$ cat src/rtl/bus_arbiter_mux_if.sv
// Datapath bus bundle for bus_arbiter_mux: source requests and data in,
// registered bus value, grant and conflict status out.
interface bus_arbiter_mux_if #(
    parameter int WIDTH = 16,
    parameter int NREG  = 8
);
    // Requests and source data (driven by the control FSM / register file)
    logic [NREG-1:0]       Rout;
    logic                  Gout;
    logic                  DINout;
    logic [WIDTH-1:0]      DIN;
    logic [WIDTH-1:0]      G;
    logic [NREG*WIDTH-1:0] Rdata;
    logic                  ClrErr;

    // Registered bus and status (driven by the arbiter)
    logic [WIDTH-1:0]      Bus;
    logic                  BusValid;
    logic [NREG+1:0]       Grant;
    logic                  Conflict;
    logic [7:0]            ConflictCount;

    modport master (
        output Rout, Gout, DINout, DIN, G, Rdata, ClrErr,
        input  Bus, BusValid, Grant, Conflict, ConflictCount
    );

    modport slave (
        input  Rout, Gout, DINout, DIN, G, Rdata, ClrErr,
        output Bus, BusValid, Grant, Conflict, ConflictCount
    );
endinterface

$ cat src/rtl/bus_arbiter_mux.sv
// Registered bus multiplexer with DIN > G > register priority, fixed-priority
// or round-robin arbitration among registers, and sticky conflict tracking.
module bus_arbiter_mux #(
    parameter int WIDTH = 16,
    parameter int NREG  = 8,
    parameter int MODE  = 0
) (
    input  logic             Clock,
    input  logic             Resetn,
    bus_arbiter_mux_if.slave bif
);
    localparam int            PW     = $clog2(NREG);
    localparam int            GW     = NREG + 2;
    localparam logic [PW:0]   NREG_W = (PW+1)'(NREG);

    logic [WIDTH-1:0] bus_q, bus_d;
    logic             valid_q, valid_d;
    logic [GW-1:0]    grant_q, grant_d;
    logic             conflict_q, conflict_d;
    logic [7:0]       count_q, count_d;
    logic [PW-1:0]    ptr_q, ptr_d;

    logic [NREG-1:0]  req_r;      // req_r[i] is the request of register Ri
    logic             reg_hit;
    logic [PW-1:0]    reg_idx;
    logic [PW:0]      scan_sum;
    logic [WIDTH-1:0] reg_data;
    logic [NREG-1:0]  reg_grant;
    logic [PW-1:0]    ptr_next;
    logic             multi_req;

    // Reorder requests so that index i means register Ri (Rout is MSB-first).
    always_comb begin
        req_r = '0;
        for (int i = 0; i < NREG; i++) begin
            req_r[i] = bif.Rout[NREG-1-i];
        end
    end

    // Scan registers starting at 0 (fixed) or at ptr (round-robin), wrapping mod NREG.
    // NOTE: every signal assigned in always_comb gets a default first, so no path leaves it unassigned and no latch is inferred.
    always_comb begin
        reg_hit  = 1'b0;
        reg_idx  = '0;
        scan_sum = '0;
        for (int off = 0; off < NREG; off++) begin
            scan_sum = (PW+1)'(off);
            if (MODE == 1) begin
                scan_sum = scan_sum + {1'b0, ptr_q};
            end
            if (scan_sum >= NREG_W) begin
                scan_sum = scan_sum - NREG_W;
            end
            if (!reg_hit && req_r[scan_sum[PW-1:0]]) begin
                reg_hit = 1'b1;
                reg_idx = scan_sum[PW-1:0];
            end
        end
    end

    // Data and one-hot grant of the winning register; pointer value after it.
    always_comb begin
        reg_data  = '0;
        reg_grant = '0;
        for (int i = 0; i < NREG; i++) begin
            if (reg_idx == PW'(i)) begin
                reg_data            = bif.Rdata[i*WIDTH +: WIDTH];
                reg_grant[NREG-1-i] = 1'b1;
            end
        end
        ptr_next = (({1'b0, reg_idx} + (PW+1)'(1)) == NREG_W) ? '0 : reg_idx + 1'b1;
    end

    assign multi_req = $countones({bif.DINout, bif.Gout, bif.Rout}) > 1;

    // Next-state: winner selection, bus hold on idle, conflict sticky/saturating count.
    always_comb begin
        bus_d      = bus_q;
        valid_d    = 1'b0;
        grant_d    = '0;
        ptr_d      = ptr_q;
        conflict_d = conflict_q;
        count_d    = count_q;

        if (bif.DINout) begin
            bus_d         = bif.DIN;
            grant_d[GW-1] = 1'b1;
            valid_d       = 1'b1;
        end else if (bif.Gout) begin
            bus_d         = bif.G;
            grant_d[GW-2] = 1'b1;
            valid_d       = 1'b1;
        end else if (reg_hit) begin
            bus_d              = reg_data;
            grant_d[NREG-1:0]  = reg_grant;
            valid_d            = 1'b1;
            if (MODE == 1) begin
                ptr_d = ptr_next;
            end
        end

        // A conflict in the same cycle as a clear restarts the count at one.
        if (multi_req) begin
            conflict_d = 1'b1;
            if (bif.ClrErr) begin
                count_d = 8'd1;
            end else if (count_q != 8'hFF) begin
                count_d = count_q + 8'd1;
            end
        end else if (bif.ClrErr) begin
            conflict_d = 1'b0;
            count_d    = 8'd0;
        end
    end

    // State registers with asynchronous active-low reset.
    // NOTE: sequential state uses non-blocking assignments so all registers update together from pre-edge values.
    always_ff @(posedge Clock or negedge Resetn) begin
        if (!Resetn) begin
            bus_q      <= '0;
            valid_q    <= 1'b0;
            grant_q    <= '0;
            conflict_q <= 1'b0;
            count_q    <= 8'd0;
            ptr_q      <= '0;
        end else begin
            bus_q      <= bus_d;
            valid_q    <= valid_d;
            grant_q    <= grant_d;
            conflict_q <= conflict_d;
            count_q    <= count_d;
            ptr_q      <= ptr_d;
        end
    end

    assign bif.Bus           = bus_q;
    assign bif.BusValid      = valid_q;
    assign bif.Grant         = grant_q;
    assign bif.Conflict      = conflict_q;
    assign bif.ConflictCount = count_q;
endmodule

$ cat src/flat_wrapper.sv
// flat-port wrapper written by rule: the top's interface ports become plain ports
module bus_arbiter_mux_flat 
#(
    parameter int WIDTH = 16,
    parameter int NREG  = 8,
    parameter int MODE  = 0
)
  (Clock, Resetn, bif_Rout, bif_Gout, bif_DINout, bif_DIN, bif_G, bif_Rdata, bif_ClrErr, bif_Bus, bif_BusValid, bif_Grant, bif_Conflict, bif_ConflictCount);
  bus_arbiter_mux_if #(.WIDTH(WIDTH), .NREG(NREG)) bif_i ();
  input  logic Clock;
  input  logic Resetn;
  input wire logic [$bits(bif_i.Rout)-1:0] bif_Rout;
  input wire logic [$bits(bif_i.Gout)-1:0] bif_Gout;
  input wire logic [$bits(bif_i.DINout)-1:0] bif_DINout;
  input wire logic [$bits(bif_i.DIN)-1:0] bif_DIN;
  input wire logic [$bits(bif_i.G)-1:0] bif_G;
  input wire logic [$bits(bif_i.Rdata)-1:0] bif_Rdata;
  input wire logic [$bits(bif_i.ClrErr)-1:0] bif_ClrErr;
  output wire logic [$bits(bif_i.Bus)-1:0] bif_Bus;
  output wire logic [$bits(bif_i.BusValid)-1:0] bif_BusValid;
  output wire logic [$bits(bif_i.Grant)-1:0] bif_Grant;
  output wire logic [$bits(bif_i.Conflict)-1:0] bif_Conflict;
  output wire logic [$bits(bif_i.ConflictCount)-1:0] bif_ConflictCount;
  assign bif_i.Rout = bif_Rout;
  assign bif_i.Gout = bif_Gout;
  assign bif_i.DINout = bif_DINout;
  assign bif_i.DIN = bif_DIN;
  assign bif_i.G = bif_G;
  assign bif_i.Rdata = bif_Rdata;
  assign bif_i.ClrErr = bif_ClrErr;
  assign bif_Bus = bif_i.Bus;
  assign bif_BusValid = bif_i.BusValid;
  assign bif_Grant = bif_i.Grant;
  assign bif_Conflict = bif_i.Conflict;
  assign bif_ConflictCount = bif_i.ConflictCount;
  bus_arbiter_mux #(.WIDTH(WIDTH), .NREG(NREG), .MODE(MODE)) u_core (.Clock(Clock), .Resetn(Resetn), .bif(bif_i));
endmodule
$ cat config.mk
export PLATFORM = sky130hd
export DESIGN_NAME = bus_arbiter_mux_flat
export DESIGN_NICKNAME = d
export VERILOG_FILES = /design/src/rtl/bus_arbiter_mux_if.sv /design/src/rtl/bus_arbiter_mux.sv /design/src/flat_wrapper.sv
export SDC_FILE = /design/constraint.sdc
export NUM_CORES = 1
export LEC_CHECK = 0
export ABC_AREA = 1
export BUFFER_PORTS_ARGS = -buffer_cell sky130_fd_sc_hd__buf_4
export CAP_MARGIN = 20
export CORE_MARGIN = 2
export CORE_UTILIZATION = 40
export DETAILED_ROUTE_END_ITERATION = 10
export PLACE_DENSITY = 0.83
export SYNTH_ARGS = -nofsm -noshare
export SYNTH_HDL_FRONTEND = slang
export SYNTH_SLANG_ARGS = --single-unit
$ cat constraint.sdc
create_clock -name Clock -period 4.2 [get_ports Clock]
set_input_delay 0.84 -clock Clock [delete_from_list [all_inputs] [get_ports Clock]]
set_output_delay 0.84 -clock Clock [all_outputs]
set_load 0.05 [all_outputs]
# Word level (Yosys, flattened, before mapping)
# Index checks and enable logic that the tools add are counted.
[word_totals] reg_bits=36 latchBits=0 mem_bits_rw=0 romBits=0 input_bits=173 output_inout_bits=36 elab_cells=91 memories=0
[op_classes] addsub=10 multipliers=0 div_mod_pow=0 order_cmp=1 n_eq_ne=8 shift=0 n_mux=48 bitwise=0 n_reduce_logical=19
[op_table] cell="$mux 16" count=11
[op_table] cell="$add 32x32->32" count=4
[op_table] cell="$mux 8" count=6
[op_table] cell="$gt 32x2->1 const B" count=1
[op_table] cell="$mux 1" count=24
[op_table] cell="$eq 3x3->1 const B" count=4
[op_table] cell="$mux 3" count=4
[op_table] cell="$add 1x1->2" count=5
[op_table] cell="$mux 9" count=1
[op_table] cell="$add 8x1->8 const B" count=1
[op_table] cell="$ne 8x8->1 const B" count=1
[op_table] cell="$logic_and 1x1->1" count=7
[op_table] cell="$logic_not 1->1" count=7
[op_table] cell="$eq 3x2->1 const B" count=2
[op_table] cell="$mux 2" count=2
[op_table] cell="$reduce_bool 2->1" count=2
[op_table] cell="$eq 3x1->1 const B" count=1
[op_table] cell="$logic_not 3->1" count=1
[op_table] cell="$reduce_bool 3->1" count=1
[op_table] cell="$reduce_and 2->1" count=1

# Logic depth before layout (Yosys ltp)
[depth] depth_word=34 mapped_depth=20 ltp_nobuf=18

# Worst setup path before layout
# OpenSTA, ideal clock, no wires.
[synth_path] kind="input-to-reg" startpoint="input bif_DINout" endpoint="register u_core.count_q[6] (netlist: u_core.bif.ConflictCount[6])" setup_time_ps=104 t_arrival_ps=4529 required_time_ps=4096 slack_ps=-433 stages=16 path_buffers=2 cell_sequence="clkbuf_1 > clkinv_1 > clkbuf_1 > ha_1 > inv_1 > fa_1 > fa_1 > inv_1 > fa_1 > inv_1 > fa_1 > o2111ai_1 > nand2_1 > nand2_1 > nand3_1 > a221oi_1"
[synth_via] elab_chain_len=5 word_cells_on_any_way=6 cone_classes="add/sub (2); order compare (1); mux (1); reduce/logical (2)"
[synth_lines] element="from (decl)" line_no="flat_wrapper.sv:14" rtl="input wire logic [$bits(bif_i.DINout)-1:0] bif_DINout;"
[synth_lines] element="$add 1x1->2 (not written as such) *" line_no="bus_arbiter_mux.sv:74" rtl="assign multi_req = $countones({bif.DINout, bif.Gout, bif.Rout}) > 1;"
[synth_lines] element="$add 32x32->32 (not written as such) *" line_no="bus_arbiter_mux.sv:74"
[synth_lines] element="$gt 32x2->1 *" line_no="bus_arbiter_mux.sv:74"
[synth_lines] element="$reduce_bool 2->1 (no line)"
[synth_lines] element="$reduce_and 2->1 (no line)"
[synth_lines] element="to (signal assigned)" line_no="bus_arbiter_mux.sv:131" rtl="count_q <= count_d;"
[synth_lines] element="to (decl)" line_no="bus_arbiter_mux.sv:20" rtl="logic [7:0] count_q, count_d;"
# Mark *: on every way between the ends. The rest lies on a longest branch, timed or not.
# A chain may end at the register's enable or synchronous reset.

# Worst setup path in the final report
[layout_path] startpoint="input bif_Rout[4]" endpoint="register u_core.count_q[5] (netlist: u_core.bif.ConflictCount[5])"
[layout_via] elab_chain_len=7 word_cells_on_any_way=8 cone_classes="add/sub (4); order compare (1); mux (1); reduce/logical (2)"
[layout_lines] element="from (decl)" line_no="flat_wrapper.sv:12" rtl="input wire logic [$bits(bif_i.Rout)-1:0] bif_Rout;"
[layout_lines] element="$add 1x1->2 (not written as such) *" line_no="bus_arbiter_mux.sv:74"
[layout_lines] element="$add 32x32->32 (not written as such) * (3 in series)" line_no="bus_arbiter_mux.sv:74"
[layout_lines] element="$gt 32x2->1 *" line_no="bus_arbiter_mux.sv:74"
[layout_lines] element="$reduce_bool 2->1 (no line)"
[layout_lines] element="$reduce_and 2->1 (no line)"
# Marks and branches as above.

==> flow_metrics.env <==
export IMPL_ios=209
export IMPL_register_area_sq_um=901
export IMPL_cap_violations=0
export IMPL_slew_viol_final=0
export IMPL_antennaDiodeCount=0
export IMPL_initial_core_util_pct=41.7
export IMPL_setup_viol=0
export IMPL_p_clk_share_pct=19.0
export IMPL_netlist_top_cells_area="dfrtp_1 26%, nand2_1 14%, inv_1 11%"
export IMPL_layout_drive_gt1_share_pct=33.0
export IMPL_r2r_start="u_core.bif.ConflictCount[1]$_DFFE_PN0P_"
export IMPL_yosys_area_top_type="dfrtp_1"
export IMPL_arrival_ns=4.14
export IMPL_total_power_mw=1.31
export IMPL_die_h_um=97
export IMPL_fin_crit_sh_pct=94.2
export IMPL_drc=0
export IMPL_switching_share_pct=42.1
export IMPL_drt_iter0_markers=204
export IMPL_clkLatencyLatePin_ns=0.29
export IMPL_grt_overflow_total=0
export IMPL_clock_sinks=36
export IMPL_worstSetupStartpoint="bif_Rout[4]"
export IMPL_synth_top_flop_cell="dfrtp_1"
export IMPL_ant_nets=0
export IMPL_ys_seq_elements=36
export IMPL_cts_tree="yes"
export IMPL_worst_r2r_endpoint="u_core.bif.ConflictCount[5]$_DFFE_PN0P_"
export IMPL_vias=4504
export IMPL_pre_cts_ws_ns=-0.0341
export IMPL_hpwlAfterDp_mm=10.9
export IMPL_p_per_area_nw_per_um2=251
export IMPL_max_slew_margin_pct=38.0
export IMPL_placement_rows=33
export IMPL_die_area_sq_um=9410
export IMPL_nFillCells=760
export IMPL_wl_met2_mm=6.95
export IMPL_holdPathEnd="u_core.bif.Bus[7]$_DFFE_PN0P_"
export IMPL_min_path_cells=2
export IMPL_internal_power_mw=0.757
export IMPL_combPwrFrac_pct=50.1
export IMPL_coreArea_sq_um=8300
export IMPL_hold_buffers=0
export IMPL_fmax_ghz=0.253
export IMPL_grt_pass1_vias=4427
export IMPL_post_dp_cell_area_sq_um=5120
export IMPL_final_cell_area_sq_um=5210
export IMPL_worstMarginPinSlew_ns=0.930
export IMPL_yosysWarnings=0
export IMPL_hold_class="flip-flop to flip-flop"
export IMPL_wl_per_cell_um=16.1
export IMPL_syn2layout_area_growth_pct=50.5
export IMPL_post_cts_buffers=0
export IMPL_crit_type="input port to flip-flop"
export IMPL_hold_violations=0
export IMPL_ctsResizeCount=0
export IMPL_cts_buffers_inserted=5
export IMPL_critical_path_max_fanout=8
export IMPL_grtUsageTotal_pct=27.9
export IMPL_dr_wl_met3_um=997
export IMPL_syn_area_sq_um=3460
export IMPL_async_reset_ff_share_pct=100
export IMPL_setup_slack_ns=0.243
export IMPL_chipWidth_um=97
export IMPL_grt_pass1_wl_mm=21.2
export IMPL_synth_edff_count=0
export IMPL_worstPathRequired_ns=4.38
export IMPL_cts_max_level=2
export IMPL_met1_length_mm=5.31
export IMPL_switching_power_mw=0.551
export IMPL_avgSynthCellArea_sq_um=6.31
export IMPL_leakagePower_nw=2.91
export IMPL_clk_pin_slew_worst_paths_ns=0.08
export IMPL_yosysMostFrequentCell="nand2_1"
export IMPL_routed_top_layer="met4"
export IMPL_antenna_found_initial=0
export IMPL_cp_end_kind="flip-flop"
export IMPL_yosysSeqAreaShare_pct=26.0
export IMPL_finish_utilization_pct=62.7
export IMPL_synthCells=548
export IMPL_clock_skew_ns=0.00507
export IMPL_synth_fp_nets=739
export IMPL_vias_per_cell=5.29
export IMPL_min_period_ns=3.96
export IMPL_synth_top_area_share_pct=26.0
export IMPL_cp_start_kind="input port"
export IMPL_root_buffer="clkbuf_8"
export IMPL_wirelength_mm=13.7
export IMPL_drt_first_pass_iters=5
export IMPL_grt_max_degree=37
export IMPL_hold_ws_ns=0.492
export IMPL_hold_start="u_core.bif.Bus[7]$_DFFE_PN0P_"
export IMPL_rsz0062_at_grt="false"
export IMPL_clockBufferDepth=2
export IMPL_multi_input_area_sq_um=2080
export IMPL_synth_cell_types=36
export IMPL_gp_congestion=1.01
export IMPL_port_buffers=208
export IMPL_synth_commonest_cells="127 x nand2_1, 97 x inv_1, 63 x nor2_1"
export IMPL_status="completed"
export IMPL_r2r_cells=12
export IMPL_reg2reg_slack_ns=2.19
export IMPL_irDropWorstVdd_v=0.000145
export IMPL_seq_power_share_pct=30.9
export IMPL_finalNetCount=936
[sequential cells by signal, indices dropped and copies added, names as in the netlist]
| register | flops |
|---|---|
| u_core.bif.ConflictCount | 8 |
| u_core.bif.Grant | 10 |
| u_core.bif.Conflict | 1 |
| u_core.bif.BusValid | 1 |
| u_core.bif.Bus | 16 |
[cell usage in the layout, fill, tap and decap left out, drive strengths merged, types with 6 or more instances in the layout]
cell   count
o21ai     26
fa         6
buf      216
inv      100
dfrtp     36
nor2      67
nand3     55
a21oi     16
ha        12
nand2    131
nand4     51
nor3       7
[per-stage QoR]
step                std cells  setup TNS (ns)
finish                    851               0
detailed placement        843         -0.0341
floorplan                 548               0
CTS                       851               0
global route              851               0
global placement          843               0
[how the worst max path moves through the flow]
| stage | to | cells past startpoint |
|---|---|---|
| 6_report | u_core.bif.ConflictCount[5]$_DFFE_PN0P_ | 18 |
| 5_1_grt | u_core.bif.ConflictCount[5]$_DFFE_PN0P_ | 18 |
| 4_1_cts | u_core.bif.ConflictCount[5]$_DFFE_PN0P_ | 18 |
| 3_5_place_dp | u_core.bif.ConflictCount[5]$_DFFE_PN0P_ | 18 |
| 3_3_place_gp | u_core.bif.ConflictCount[5]$_DFFE_PN0P_ | 19 |
| 2_1_floorplan | u_core.bif.ConflictCount[6]$_DFFE_PN0P_ | 16 |
[routing by layer]
layer  track usage [%]  vias up
li1                  -     2171
met1              33.1     2094
met2              50.0      212
met3              5.71       27
met4              9.53        0
met5                 0        -
[critical path: stages]
cell and delay (ns):
buf_4 0.14, ha_1 0.27, inv_1 0.06, fa_1 0.52
fa_1 0.49, inv_1 0.09, fa_1 0.20, inv_1 0.06
fa_1 0.41, a211o_1 0.26, nand2_1 0.08, o2111ai_2 0.16
nand2_2 0.17, nand2_4 0.09, inv_1 0.09, o21ai_0 0.08
o211ai_1 0.08, inv_1 0.05
[cells by family after synthesis]
| logic type | synth area share [%] |
|---|---|
| DFF | 26.0 |
| AOI/OAI and AO/OA | 9.01 |
| buffers and inverters | 14.6 |
| adders and majority gates | 7.81 |
| and+or+nand+nor | 42.5 |
[power groups by stage]
| stage | clock, mW | sequential (mW) | combinational, mW |
|---|---|---|---|
| global placement | 0 | 0.408 | 0.633 |
| detailed placement | 0 | 0.411 | 0.651 |
| CTS | 0.252 | 0.405 | 0.653 |
| global route | 0.264 | 0.409 | 0.706 |
| floorplan | 0 | 0.528 | 0.255 |
| finish | 0.249 | 0.405 | 0.655 |
[final cells by class]
cell class	count	share of cell area, %
clock buffers	5	1.32
clock inverters	3	0.360
inverters	101	7.43
multi-input cells	385	39.9
flip-flops and latches	36	17.3
well taps	105	2.52
repair buffers	216	31.1
(Power assumes the default switching activity.)
